<file path="config.mk">
export PLATFORM = sky130hd
export DESIGN_NAME = hex_display_scanner
export DESIGN_NICKNAME = d
export VERILOG_FILES = /design/src/rtl/hex_disp_pkg.sv /design/src/rtl/hex7seg_lut.sv /design/src/rtl/hex_display_scanner.sv
export SDC_FILE = /design/constraint.sdc
export NUM_CORES = 1
export LEC_CHECK = 0
export ABC_CLOCK_PERIOD_IN_PS = 2150
export CAP_MARGIN = 25
export CORE_UTILIZATION = 45
export CTS_CLUSTER_DIAMETER = 120
export DETAILED_ROUTE_END_ITERATION = 10
export GPL_ROUTABILITY_DRIVEN = 0
export PLACE_DENSITY = 0.79
export SYNTH_ARGS = -nofsm -noshare
export SYNTH_HDL_FRONTEND = slang
export SYNTH_SLANG_ARGS = --single-unit
</file>
<file path="constraint.sdc">
create_clock -name clk -period 2.15 [get_ports clk]
set_input_delay 0.43 -clock clk [delete_from_list [all_inputs] [get_ports clk]]
set_output_delay 0.43 -clock clk [all_outputs]
set_load 0.02 [all_outputs]
</file>
<file path="src/rtl/hex_disp_pkg.sv">
// Shared definitions for hex 7-segment display drivers: scan FSM states,
// the segment-off pattern and the hex-to-segment table.
package hex_disp_pkg;

  typedef enum logic {
    ST_BLANK = 1'b0,
    ST_SHOW  = 1'b1
  } scan_state_e;

  // Active-high {dp, g..a} pattern with every segment dark.
  localparam logic [7:0] SEG_OFF = 8'h00;

  function automatic logic [6:0] hex_to_seg(input logic [3:0] nibble);
    logic [6:0] s;
    case (nibble)
      4'h0: s = 7'h3F;
      4'h1: s = 7'h06;
      4'h2: s = 7'h5B;
      4'h3: s = 7'h4F;
      4'h4: s = 7'h66;
      4'h5: s = 7'h6D;
      4'h6: s = 7'h7D;
      4'h7: s = 7'h07;
      4'h8: s = 7'h7F;
      4'h9: s = 7'h6F;
      4'hA: s = 7'h77;
      4'hB: s = 7'h7C;
      4'hC: s = 7'h39;
      4'hD: s = 7'h5E;
      4'hE: s = 7'h79;
      default: s = 7'h71;
    endcase
    return s;
  endfunction

endpackage

</file>
<file path="src/rtl/hex7seg_lut.sv">
// Combinational hex nibble to active-high gfedcba segment decoder.
module hex7seg_lut
  import hex_disp_pkg::*;
(
  input  logic [3:0] nibble_i,
  output logic [6:0] seg_o
);

  assign seg_o = hex_to_seg(nibble_i);

endmodule

</file>
<file path="src/rtl/hex_display_scanner.sv">
// Time-multiplexed 7-segment scanner: shadow-buffered hex value, per-digit dots,
// leading-zero suppression and a dark interval between digit slots.
module hex_display_scanner
  import hex_disp_pkg::*;
#(
  parameter int DIGITS         = 4,
  parameter int CLK_DIV        = 50000,
  parameter int BLANK_CYCLES   = 16,
  parameter int SEG_ACTIVE_LOW = 1,
  parameter int DIG_ACTIVE_LOW = 1
) (
  input  logic                  clk,
  input  logic                  rst,
  input  logic [4*DIGITS-1:0]   data,
  input  logic [DIGITS-1:0]     dots,
  input  logic                  load,
  input  logic                  blank_lz,
  output logic [7:0]            seg,
  output logic [DIGITS-1:0]     dig
);

  localparam int CNT_MAX = (CLK_DIV > BLANK_CYCLES) ? CLK_DIV : BLANK_CYCLES;
  localparam int TW      = $clog2(CNT_MAX + 1);
  localparam int IW      = (DIGITS > 1) ? $clog2(DIGITS) : 1;

  localparam logic [TW-1:0]     SHOW_LAST  = TW'(CLK_DIV - 1);
  localparam logic [TW-1:0]     BLANK_LAST = TW'(BLANK_CYCLES - 1);
  localparam logic [IW-1:0]     IDX_LAST   = IW'(DIGITS - 1);
  localparam logic [7:0]        SEG_MASK   = (SEG_ACTIVE_LOW != 0) ? 8'hFF : 8'h00;
  localparam logic [DIGITS-1:0] DIG_MASK   = (DIG_ACTIVE_LOW != 0) ? {DIGITS{1'b1}}
                                                                    : {DIGITS{1'b0}};

  scan_state_e          state_q, state_d;
  logic [TW-1:0]        timer_q, timer_d;
  logic [IW-1:0]        idx_q, idx_d;
  logic [4*DIGITS-1:0]  shd_data_q, shd_data_d;
  logic [DIGITS-1:0]    shd_dots_q, shd_dots_d;
  logic [7:0]           seg_q, seg_d;
  logic [DIGITS-1:0]    dig_q, dig_d;

  logic [3:0] cur_nib;
  logic [6:0] cur_seg7;
  logic       cur_dot;
  logic       upper_zero;
  logic       cur_sup;

  assign cur_nib = shd_data_q[4*idx_q +: 4];
  assign cur_dot = shd_dots_q[idx_q];

  hex7seg_lut u_lut (
    .nibble_i (cur_nib),
    .seg_o    (cur_seg7)
  );

  // A digit is a leading zero only if it and everything above it is zero and dot-free.
  always_comb begin
    upper_zero = 1'b1;
    for (int j = 0; j < DIGITS; j++) begin
      if (j >= int'(idx_q)) begin
        if ((shd_data_q[4*j +: 4] != 4'h0) || shd_dots_q[j]) begin
          upper_zero = 1'b0;
        end
      end
    end
    cur_sup = blank_lz && (idx_q != '0) && upper_zero;
  end

  always_comb begin
    state_d    = state_q;
    timer_d    = timer_q + 1'b1;
    idx_d      = idx_q;
    shd_data_d = load ? data : shd_data_q;
    shd_dots_d = load ? dots : shd_dots_q;
    seg_d      = seg_q;
    dig_d      = dig_q;
    case (state_q)
      ST_BLANK: begin
        if (timer_q == BLANK_LAST) begin
          // The lit pattern is frozen here for the whole slot, so later loads never tear it.
          state_d = ST_SHOW;
          timer_d = '0;
          seg_d   = (cur_sup ? SEG_OFF : {cur_dot, cur_seg7}) ^ SEG_MASK;
          dig_d   = (DIGITS'(1) << idx_q) ^ DIG_MASK;
        end
      end
      ST_SHOW: begin
        if (timer_q == SHOW_LAST) begin
          state_d = ST_BLANK;
          timer_d = '0;
          idx_d   = (idx_q == IDX_LAST) ? '0 : idx_q + 1'b1;
          seg_d   = SEG_OFF ^ SEG_MASK;
          dig_d   = DIG_MASK;
        end
      end
      default: begin
        state_d = ST_BLANK;
        timer_d = '0;
        seg_d   = SEG_OFF ^ SEG_MASK;
        dig_d   = DIG_MASK;
      end
    endcase
  end

  always_ff @(posedge clk) begin
    if (rst) begin
      state_q    <= ST_BLANK;
      timer_q    <= '0;
      idx_q      <= '0;
      shd_data_q <= '0;
      shd_dots_q <= '0;
      seg_q      <= SEG_OFF ^ SEG_MASK;
      dig_q      <= DIG_MASK;
    end else begin
      state_q    <= state_d;
      timer_q    <= timer_d;
      idx_q      <= idx_d;
      shd_data_q <= shd_data_d;
      shd_dots_q <= shd_dots_d;
      seg_q      <= seg_d;
      dig_q      <= dig_d;
    end
  end

  assign seg = seg_q;
  assign dig = dig_q;

endmodule

</file>
# Word level (Yosys, flattened, before mapping)
# Memories as Yosys holds them, arrays and structs flattened.
# Index checks and enable logic that the tools add are counted.
# totals
input_bits,24
memories,1
word_cells,60
out_inout_bits,12
mem_bits_ro,112
register_bits,51
# mem_list
name,depth,word_bits,read_ports,rd_ports_with_merged_regs,write_ports,line_no,source
(name not given),16,7,1,0,0,hex_disp_pkg.sv:15,case (nibble)
# op_classes
n_mux,23
addsub,2
n_reduce_logical,13
n_lt_le_gt_ge,4
n_bitwise,3
eq_ne,5
shift,2
# op_table
op,count
$mux 16,2
$pmux 16 s2,1
$mux 8,3
$add 16x1->16 const B,1
$eq 16x16->1 const B,1
$eq 16x4->1 const B,1
$pmux 8 s2,1
$reduce_bool 4->1,4
$shiftx 16x5->4,1
$mux 1,10
$mux 4,2
$not 8->8,1
$pmux 4 s2,1
$ge 1x2->1 const A,2
$logic_or 1x1->1,4
$not 4->4,1
$reduce_and 2->1,2
$shl 1x2->4 const A,1
$lt 2x3->1 const B,1
$add 2x1->2 const B,1
$bmux 1 s2,1
$eq 2x2->1 const B,1
$ge 2x2->1 const A,1
$logic_and 1x1->1,2
other kinds (6),6

# Logic depth before layout (Yosys ltp)
# Gate-level depths: netlist of run 1.
# logic_depth
word_depth,14
depth_mapped,8
depth_no_buf,7

# Cells and area by module
# Synthesis of run 1 repeated with hierarchy kept, for this count alone.
# hier_totals
cells_unflattened,263
area_unflattened_um2,2523.7
# modules_own_cells
module,instances,cells_each,seq_area_each_um2,area_per_inst_um2
hex_display_scanner,1,230,1021.0,2235.9
hex7seg_lut,1,33,0.0,287.8

# Least setup slack after synthesis of run 1
# No wires, ideal clock.
# synth_path
kind,register to register
from,register idx_q[0]
to,register seg_q[5] (netlist: seg[5])
stages_incl_launch_ff,9
required_time_ns,2.021
arrival_ns,1.913
period_less_slack_ns,2.042
slack_ns,0.108
setup_ns,0.129
path_buffers,1
path_cell_list,dfxtp_1 -> buf_6 -> mux4_1 -> inv_1 -> ha_1 -> or2_1 -> a21oi_1 -> a311oi_1 -> a22oi_1
# synth_via
elab_chain_cells,12
elab_cells_between_ends,18
classes_between,order compare (3); shift (1); mux (9); bitwise (1); reduce/logical (3); memory (1)
# synth_lines
element,line_no,source
"start, declared",hex_display_scanner.sv:35,"logic [IW-1:0] idx_q, idx_d;"
"start signal, assigned",hex_display_scanner.sv:116,idx_q <= idx_d;
branches (longest 8 deep; another with $mem_v2 16x7),-,
$mux 8 *,hex_display_scanner.sv:82,"seg_d = (cur_sup ? SEG_OFF : {cur_dot, cur_seg7}) ^ SEG_MASK;"
$not 8->8 (no source line) *,-,
$mux 8 *,hex_display_scanner.sv:78,if (timer_q == BLANK_LAST) begin
$pmux 8 s2 *,hex_display_scanner.sv:76,case (state_q)
"end signal, assigned",hex_display_scanner.sv:111,seg_q <= SEG_OFF ^ SEG_MASK;
"end signal, assigned",hex_display_scanner.sv:119,seg_q <= seg_d;
"end, declared",hex_display_scanner.sv:38,"logic [7:0] seg_q, seg_d;"
# Mark *: on every way between the ends. The select of a mux whose other input is x is not followed.
# A chain may end at the register's enable or synchronous reset.

# Worst setup path in the final report of run 1
# Ends and elaborated chain as after synthesis.

==> results of run 1 <==
[synthesized netlist by cell type, drive strengths merged, types with 4 or more instances]
master,number,area (um^2)
nor3,4,20.0
a21oi,6,30.0
and3,7,43.8
clkbuf,7,26.3
nand2,11,41.3
dfxtp,51,1020
o21ai,8,40.0
nor3b,6,45.0
buf,6,41.3
ha,10,125
xnor2,9,78.8
mux4,5,124
nor2b,8,50.1
nor2,50,190
nand4,4,25.0
inv,7,26.3
xor2,5,43.8
a22oi,5,37.5
mux2i,20,200
[registers in the layout, indices dropped and copies added (netlist names)]
name and count:
idx_q 2, dig 4, seg 8, timer_q 16, shd_data_q 16, shd_dots_q 4, state_q 1
[area by class of cell]
| type | count | area share (%) |
|---|---|---|
| Clock buffer | 6 | 2.43 |
| Tap cell | 70 | 2.93 |
| Sequential cell | 51 | 34.3 |
| Timing Repair Buffer | 46 | 14.5 |
| Inverter | 7 | 0.878 |
| Multi-Input combinational cell | 187 | 44.0 |
| Clock inverter | 1 | 1.00 |
[logic make-up (layout without fill, tap and decap cells)]
kind of cell	after synthesis	after routing
xor+xnor	14	14
simple gates	107	107
buf+inv	20	60
mux	26	26
compound gates	30	30
flops	51	51
fa+ha+maj	10	10
[timing repair]
item	4_1_cts	5_1_grt
endpoints found under the setup margin	0	6
hold buffers	0	0
resized for setup	0	5
[where the power goes]
| group | internal, mW | switching [mW] | total [mW] | leakage [nW] |
|---|---|---|---|---|
| Combinational | 0.101 | 0.0802 | 0.181 | 0.711 |
| Sequential | 0.970 | 0.0212 | 0.991 | 0.417 |
| Clock | 0.341 | 0.297 | 0.638 | 0.0513 |
| Total | 1.41 | 0.399 | 1.81 | 1.18 |
[worst register-to-register path, cell delays in order, from the launching register on]
cell                       delay (ns)
sky130_fd_sc_hd__dfxtp_4         0.38
sky130_fd_sc_hd__inv_1           0.07
sky130_fd_sc_hd__ha_1            0.22
sky130_fd_sc_hd__or4b_1          0.49
sky130_fd_sc_hd__nor4_2          0.15
sky130_fd_sc_hd__a31o_2          0.30
sky130_fd_sc_hd__a311oi_1        0.08
sky130_fd_sc_hd__a22oi_1         0.19
[path summary, 6_finish.rpt]
path         slack (ns)  depth (start not counted)    endpoint
max                0.18                          7      seg[5]
max reg2reg        0.18                          7      seg[5]
min                0.45                          1  timer_q[0]
min reg2reg        0.45                          1  timer_q[0]
[routing by layer]
metal / track usage (%) / vias to the layer above / share of wire [%]
met1: 24.2 / 908 / 49
met5: 0 / - / 0
li1: - / 979 / -
met3: 5.16 / 6 / 3.3
met2: 28.1 / 32 / 46
met4: 7.20 / 0 / 1.6
[metrics by stage]
step           setup WS [ns]  cells  total power [mW]
2_1_floorplan          0.108    258              1.12
3_3_place_gp          0.0286    361              1.19
3_5_place_dp         -0.0250    361              1.19
4_1_cts               0.0474    368              1.82
5_1_grt               0.0176    368              1.89
6_report               0.184    368              1.81
==> metrics.md, run 1 <==
| Metric | Value |
|---|---|
| Outcome | finished clean |
| Worst hold-check slack | ~0.45 ns |
| Die Height | between 70 and 80 um |
| Sequential share of the synthesized area | 42.0% |
| Sequence of cells on the critical path | inv_1 > ha_1 > or4b_1 > nor4_2 > a31o_2 > a311oi_1 > a22oi_1 |
| HP Class | register to register |
| Total nets after synthesis | 292 |
| Max-cap violation count | 0 |
| Number of register bits inferred by synthesis | 51 |
| Clock transition at the registers of the reported paths | 0.09 ns |
| Sum of buffers and inverters on the critical path | 1 |
| Synthesis-to-finish area growth | 22.9% |
| Initial core utilization | between 40% and 50% |
| Compound-cell area share of the yosys netlist | 8.33% |
| Final-layout fill cell count | approximately 440 |
| Fin Clk Skew | ~0.007 ns |
| Number of antenna violations at the first check in global routing | 0 |
| Overall routing resource usage | about 18% |
| Total Negative Setup Slacks | 0 ns |
| Number of buffers created by CTS | 5 |
| Critical Path Source | idx_q[0] |
| Residual antenna-violating net count after detailed routing | 0 |
| Number of H-tree levels | 2 |
| Power per cell area | 605 nW/um^2 |
| Post-CTS setup repair buffer count | 0 |
| Endpoint kind of the worst setup timing path | register |
| Global-route wire length before repair | roughly 7.7 mm |
| Setup repair after global routing missed its margin | no |
| Clock sink total | a little over 50 |
| Total I/O pin count | 36 |
| Global route total overflow | 0 |
| Leak Pwr | 1.18 nW |
| Clock root buffer | sky130_fd_sc_hd__clkbuf_8 |
| Clock tree from TritonCTS | done |
| Wire length per cell | roughly 14 um |
| Final routed wirelength across all metal layers | slightly below 5 mm |
| WP data required | around 2.4 ns |
| Post-layout minimum cycle time | 1.97 ns |
| Buffer depth of the longest clock path | 2 |
| Clock latency on the worst-skew pair | around 0.31 ns |
| Share of post-route cells with drive strength above 1 | just over 9% |
| Number of optimization iterations in the first detailed-route pass | 4 |
| Critical Path Fanout Max | 7 |
| Synthesized cell area | 2430 um^2 |
| Post-Synthesis Mean Instance Area | about 9.4 um^2 |
| Leading cell type in the layout, fill and taps excluded | sky130_fd_sc_hd__dfxtp_1 |
| Share of cell area taken by muxes after synthesis | between 10 and 15% |
| Post-detailed-placement cell area | ~2900 um^2 |
| Syn Inst Count | about 260 |
| Critical Path Source Type | register |
| Slowest cell on crit path | sky130_fd_sc_hd__or4b_1 |
| Classification of the worst setup path | register to register |
| XOR/XNOR Fraction of Synth Area | 5.04% |
| Critical register-to-register path startpoint | idx_q[0] |
| Highest attainable clock frequency | approximately 500 MHz |
| Post-detail-place hpwl | approximately 3.6 mm |
| Diodes inserted | 0 |
| Startpoint of the tightest hold check path | timer_q[0] |
| Worst slew margin relative to its limit | 66.0% |
| Number of placement rows | 26 |
| Top library cells by usage in the layout, fill and taps aside | sky130_fd_sc_hd__dfxtp_1 (50), sky130_fd_sc_hd__nor2_1 (49), sky130_fd_sc_hd__clkdlybuf4s50_1 (35), sky130_fd_sc_hd__mux2i_1 (20) |
| Total non-filler cell area in the finished layout | about 3000 um^2 |
| Largest stage delay on the critical path | between 0.4 and 0.5 ns |
| Synthesized-area fraction occupied by adder cells | under 10% |
| Total Die Area | between 5000 and 6000 um^2 |
| Most used flip-flop cell after synthesis | sky130_fd_sc_hd__dfxtp_1 |
| Footprint of the flip-flops and latches | approximately 1000 um^2 |
| Fraction of synthesis flops using an asynchronous set or reset pin | 0% |
| Area of combinational cells with multiple inputs | 1320 um^2 |
| Routed vias/inst | 5.23 |
| Remaining routing DRC violations | 0 |
| Final setup violating endpoints | 0 |
| Arrival time reported for the critical path endpoint | 2.20 ns |
| Peak ir drop on the vdd network | approximately 0.32 mV |
| Post-synthesis share of cell area spent on and, or, nand and nor gates | a little over a fifth |
| Slew @ Worst Pin | 0.509 ns |
| Period utilisation layout | 91.4% |
| Number of enable flip-flop cells after synthesis | 0 |
| Count of nets after finishing | around 330 |
| Total core area | ~5200 um^2 |
| Worst path top cell family by delay | simple AND/OR/NAND/NOR gates |
| Final count of hold timing violations | 0 |
| Die width | about 76 um |
| Violation count after the first detailed-routing iteration | 86 |
| Final slew viol count | 0 |
| DR vias | between 1500 and 2000 |
| Largest net degree at the start of global routing | 21 |
| Count of buffers inserted at the top-level ports | 35 |
| Vias in the first global route | around 1700 |
| Number of different library cells in the post-synthesis netlist | 44 |
| Final design utilization | between 50 and 60% |
| Number of warning messages in the yosys log | 0 |
| Main combinational cell family by area after synthesis | simple AND/OR/NAND/NOR gates |
(Power assumes the default switching activity.)
==> run 2, diff against run 1 <==
- CORE_UTILIZATION: 45 -> 48
- PLACE_DENSITY: 0.79 -> 0.83
==> metrics.md, run 2 (same netlist as run 1, synthesis figures left out) <==
| Metric | Value |
|---|---|
| Largest net degree at the start of global routing | 21 |
| Largest stage delay on the critical path | around 0.47 ns |
| Post-layout minimum cycle time | slightly above 2 ns |
| Routed vias/inst | between 5 and 6 |
| Initial core utilization | 50.8% |
| HP Class | register to register |
| Footprint of the flip-flops and latches | 1020 um^2 |
| Worst slew margin relative to its limit | approximately 68% |
| Synthesis-to-finish area growth | 24.7% |
| Endpoint kind of the worst setup timing path | register |
| Residual antenna-violating net count after detailed routing | 0 |
| Slew @ Worst Pin | 0.486 ns |
| Leading cell type in the layout, fill and taps excluded | sky130_fd_sc_hd__dfxtp_1 |
| Outcome | finished clean |
| Die Height | roughly 73 um |
| Slowest cell on crit path | sky130_fd_sc_hd__or4b_1 |
| Overall routing resource usage | a little over a fifth |
| Final count of hold timing violations | 0 |
| Clock root buffer | sky130_fd_sc_hd__clkbuf_8 |
| Count of placed standard cells in the final layout, fillers left out | between 300 and 400 |
| Final setup violating endpoints | 0 |
| Classification of the worst setup path | register to register |
| Worst hold-check slack | approximately 0.46 ns |
| Diodes inserted | 0 |
| Setup slack, reg-to-reg | 0.13 ns |
| Sequence of cells on the critical path | inv_1 > ha_1 > or4b_1 > nor4_1 > a31o_2 > nor2_1 > a32oi_1 |
| Final slew viol count | 0 |
| Area of combinational cells with multiple inputs | ~1300 um^2 |
| Total core area | ~4800 um^2 |
| Die width | 73.2 um |
| Remaining routing DRC violations | 0 |
| Period utilisation layout | a little over nine tenths |
| Post-detail-place hpwl | between 3 and 4 mm |
| Number of hold buffers added after CTS | 0 |
| Vias in the first global route | roughly 1900 |
| WP data required | about 2.4 ns |
| Total Die Area | 5360 um^2 |
| Clock transition at the registers of the reported paths | around 0.1 ns |
| Fin Clk Skew | about 0.01 ns |
| Violation count after the first detailed-routing iteration | 98 |
| Number of optimization iterations in the first detailed-route pass | 4 |
| Leak Pwr | about 1.2 nW |
| Post-CTS setup repair buffer count | 0 |
| Top library cells by usage in the layout, fill and taps aside | sky130_fd_sc_hd__dfxtp_1 (50), sky130_fd_sc_hd__nor2_1 (49), sky130_fd_sc_hd__clkdlybuf4s50_1 (35), sky130_fd_sc_hd__mux2i_1 (20), sky130_fd_sc_hd__buf_4 (13) |
| Clock tree from TritonCTS | done |
| DR vias | between 1500 and 2000 |
| Global-route wire length before repair | 8.76 mm |
| Buffer depth of the longest clock path | 2 |
| Clock sink total | between 50 and 60 |
| Worst path top cell family by delay | simple AND/OR/NAND/NOR gates |
| Power per cell area | roughly 650 nW/um^2 |
| Arrival time reported for the critical path endpoint | approximately 2.2 ns |
| Critical Path Source Type | register |
| Final routed wirelength across all metal layers | 5.15 mm |
| Setup repair after global routing missed its margin | no |
| Wire length per cell | between 10 and 15 um |
| Number of H-tree levels | 2 |
| Global route total overflow | 0 |
| Peak ir drop on the vdd network | 0.372 mV |
| Sum of buffers and inverters on the critical path | 1 |
| Number of placement rows | 25 |
| Number of buffers created by CTS | 5 |
| Critical Path Fanout Max | 7 |
| Final-layout fill cell count | 388 |
| Number of antenna violations at the first check in global routing | 0 |
| Count of nets after finishing | roughly 330 |
| Clock latency on the worst-skew pair | 0.30 ns |
| Placed cell count | 360 |
| Highest attainable clock frequency | about 500 MHz |
| Count of buffers inserted at the top-level ports | 35 |
| Max-cap violation count | 0 |
| Total I/O pin count | 36 |
| Share of post-route cells with drive strength above 1 | between 10% and 20% |
run 2: where the power goes:
part           internal (mW)  total, mW  switching [mW]  leakage (nW)
logic                  0.103      0.185          0.0819         0.720
clock network          0.464      0.785           0.321        0.0644
registers              0.970      0.992          0.0217         0.417
run 2: path summary, 6_finish.rpt:
path	start	to	cells past startpoint
worst max-delay path	idx_q[0]	seg[3]	7
worst min-delay path	timer_q[0]	timer_q[0]	1
worst max register to register	idx_q[0]	seg[3]	7
worst min register to register	timer_q[0]	timer_q[0]	1
run 2: through the flow:
stage	total power [mW]	setup slack, ns	TNS [ns]	utilization [%]	cell area, um^2
after detailed placement	1.20	-0.0312	-0.0667	60.5	2900
final	1.96	0.133	0	63.4	3040
after global routing	2.03	0.0276	0	63.4	3040
after floorplan	1.12	0.108	0	-	2430
after CTS	1.96	0.0522	0	63.4	3040
after global placement	1.19	0.0484	0	60.5	2900
run 2: cell type report:
type                       count  area share [%]
clock buffer                   5            2.27
multi-input combinational    187            43.4
tap                           67            2.76
clock inverter                 3            2.23
sequential                    51            33.8
inverter                       7           0.866
timing repair buffer          48            14.8
run 2: per-layer routing:
layer  vias up  wire [um]  share of wire [%]  track usage [%]
met3        10        209                4.1             4.01
met2        51       2440                 47             33.5
met4         0        101                2.0             8.93
met5         -          0                  0                0
met1       906       2400                 47             28.2
li1        979          -                  -                -
run 2: what timing repair did:
item,CTS,global route
setup endpoints to repair,3,22
gates resized for setup,1,4
hold endpoints to repair,0,0
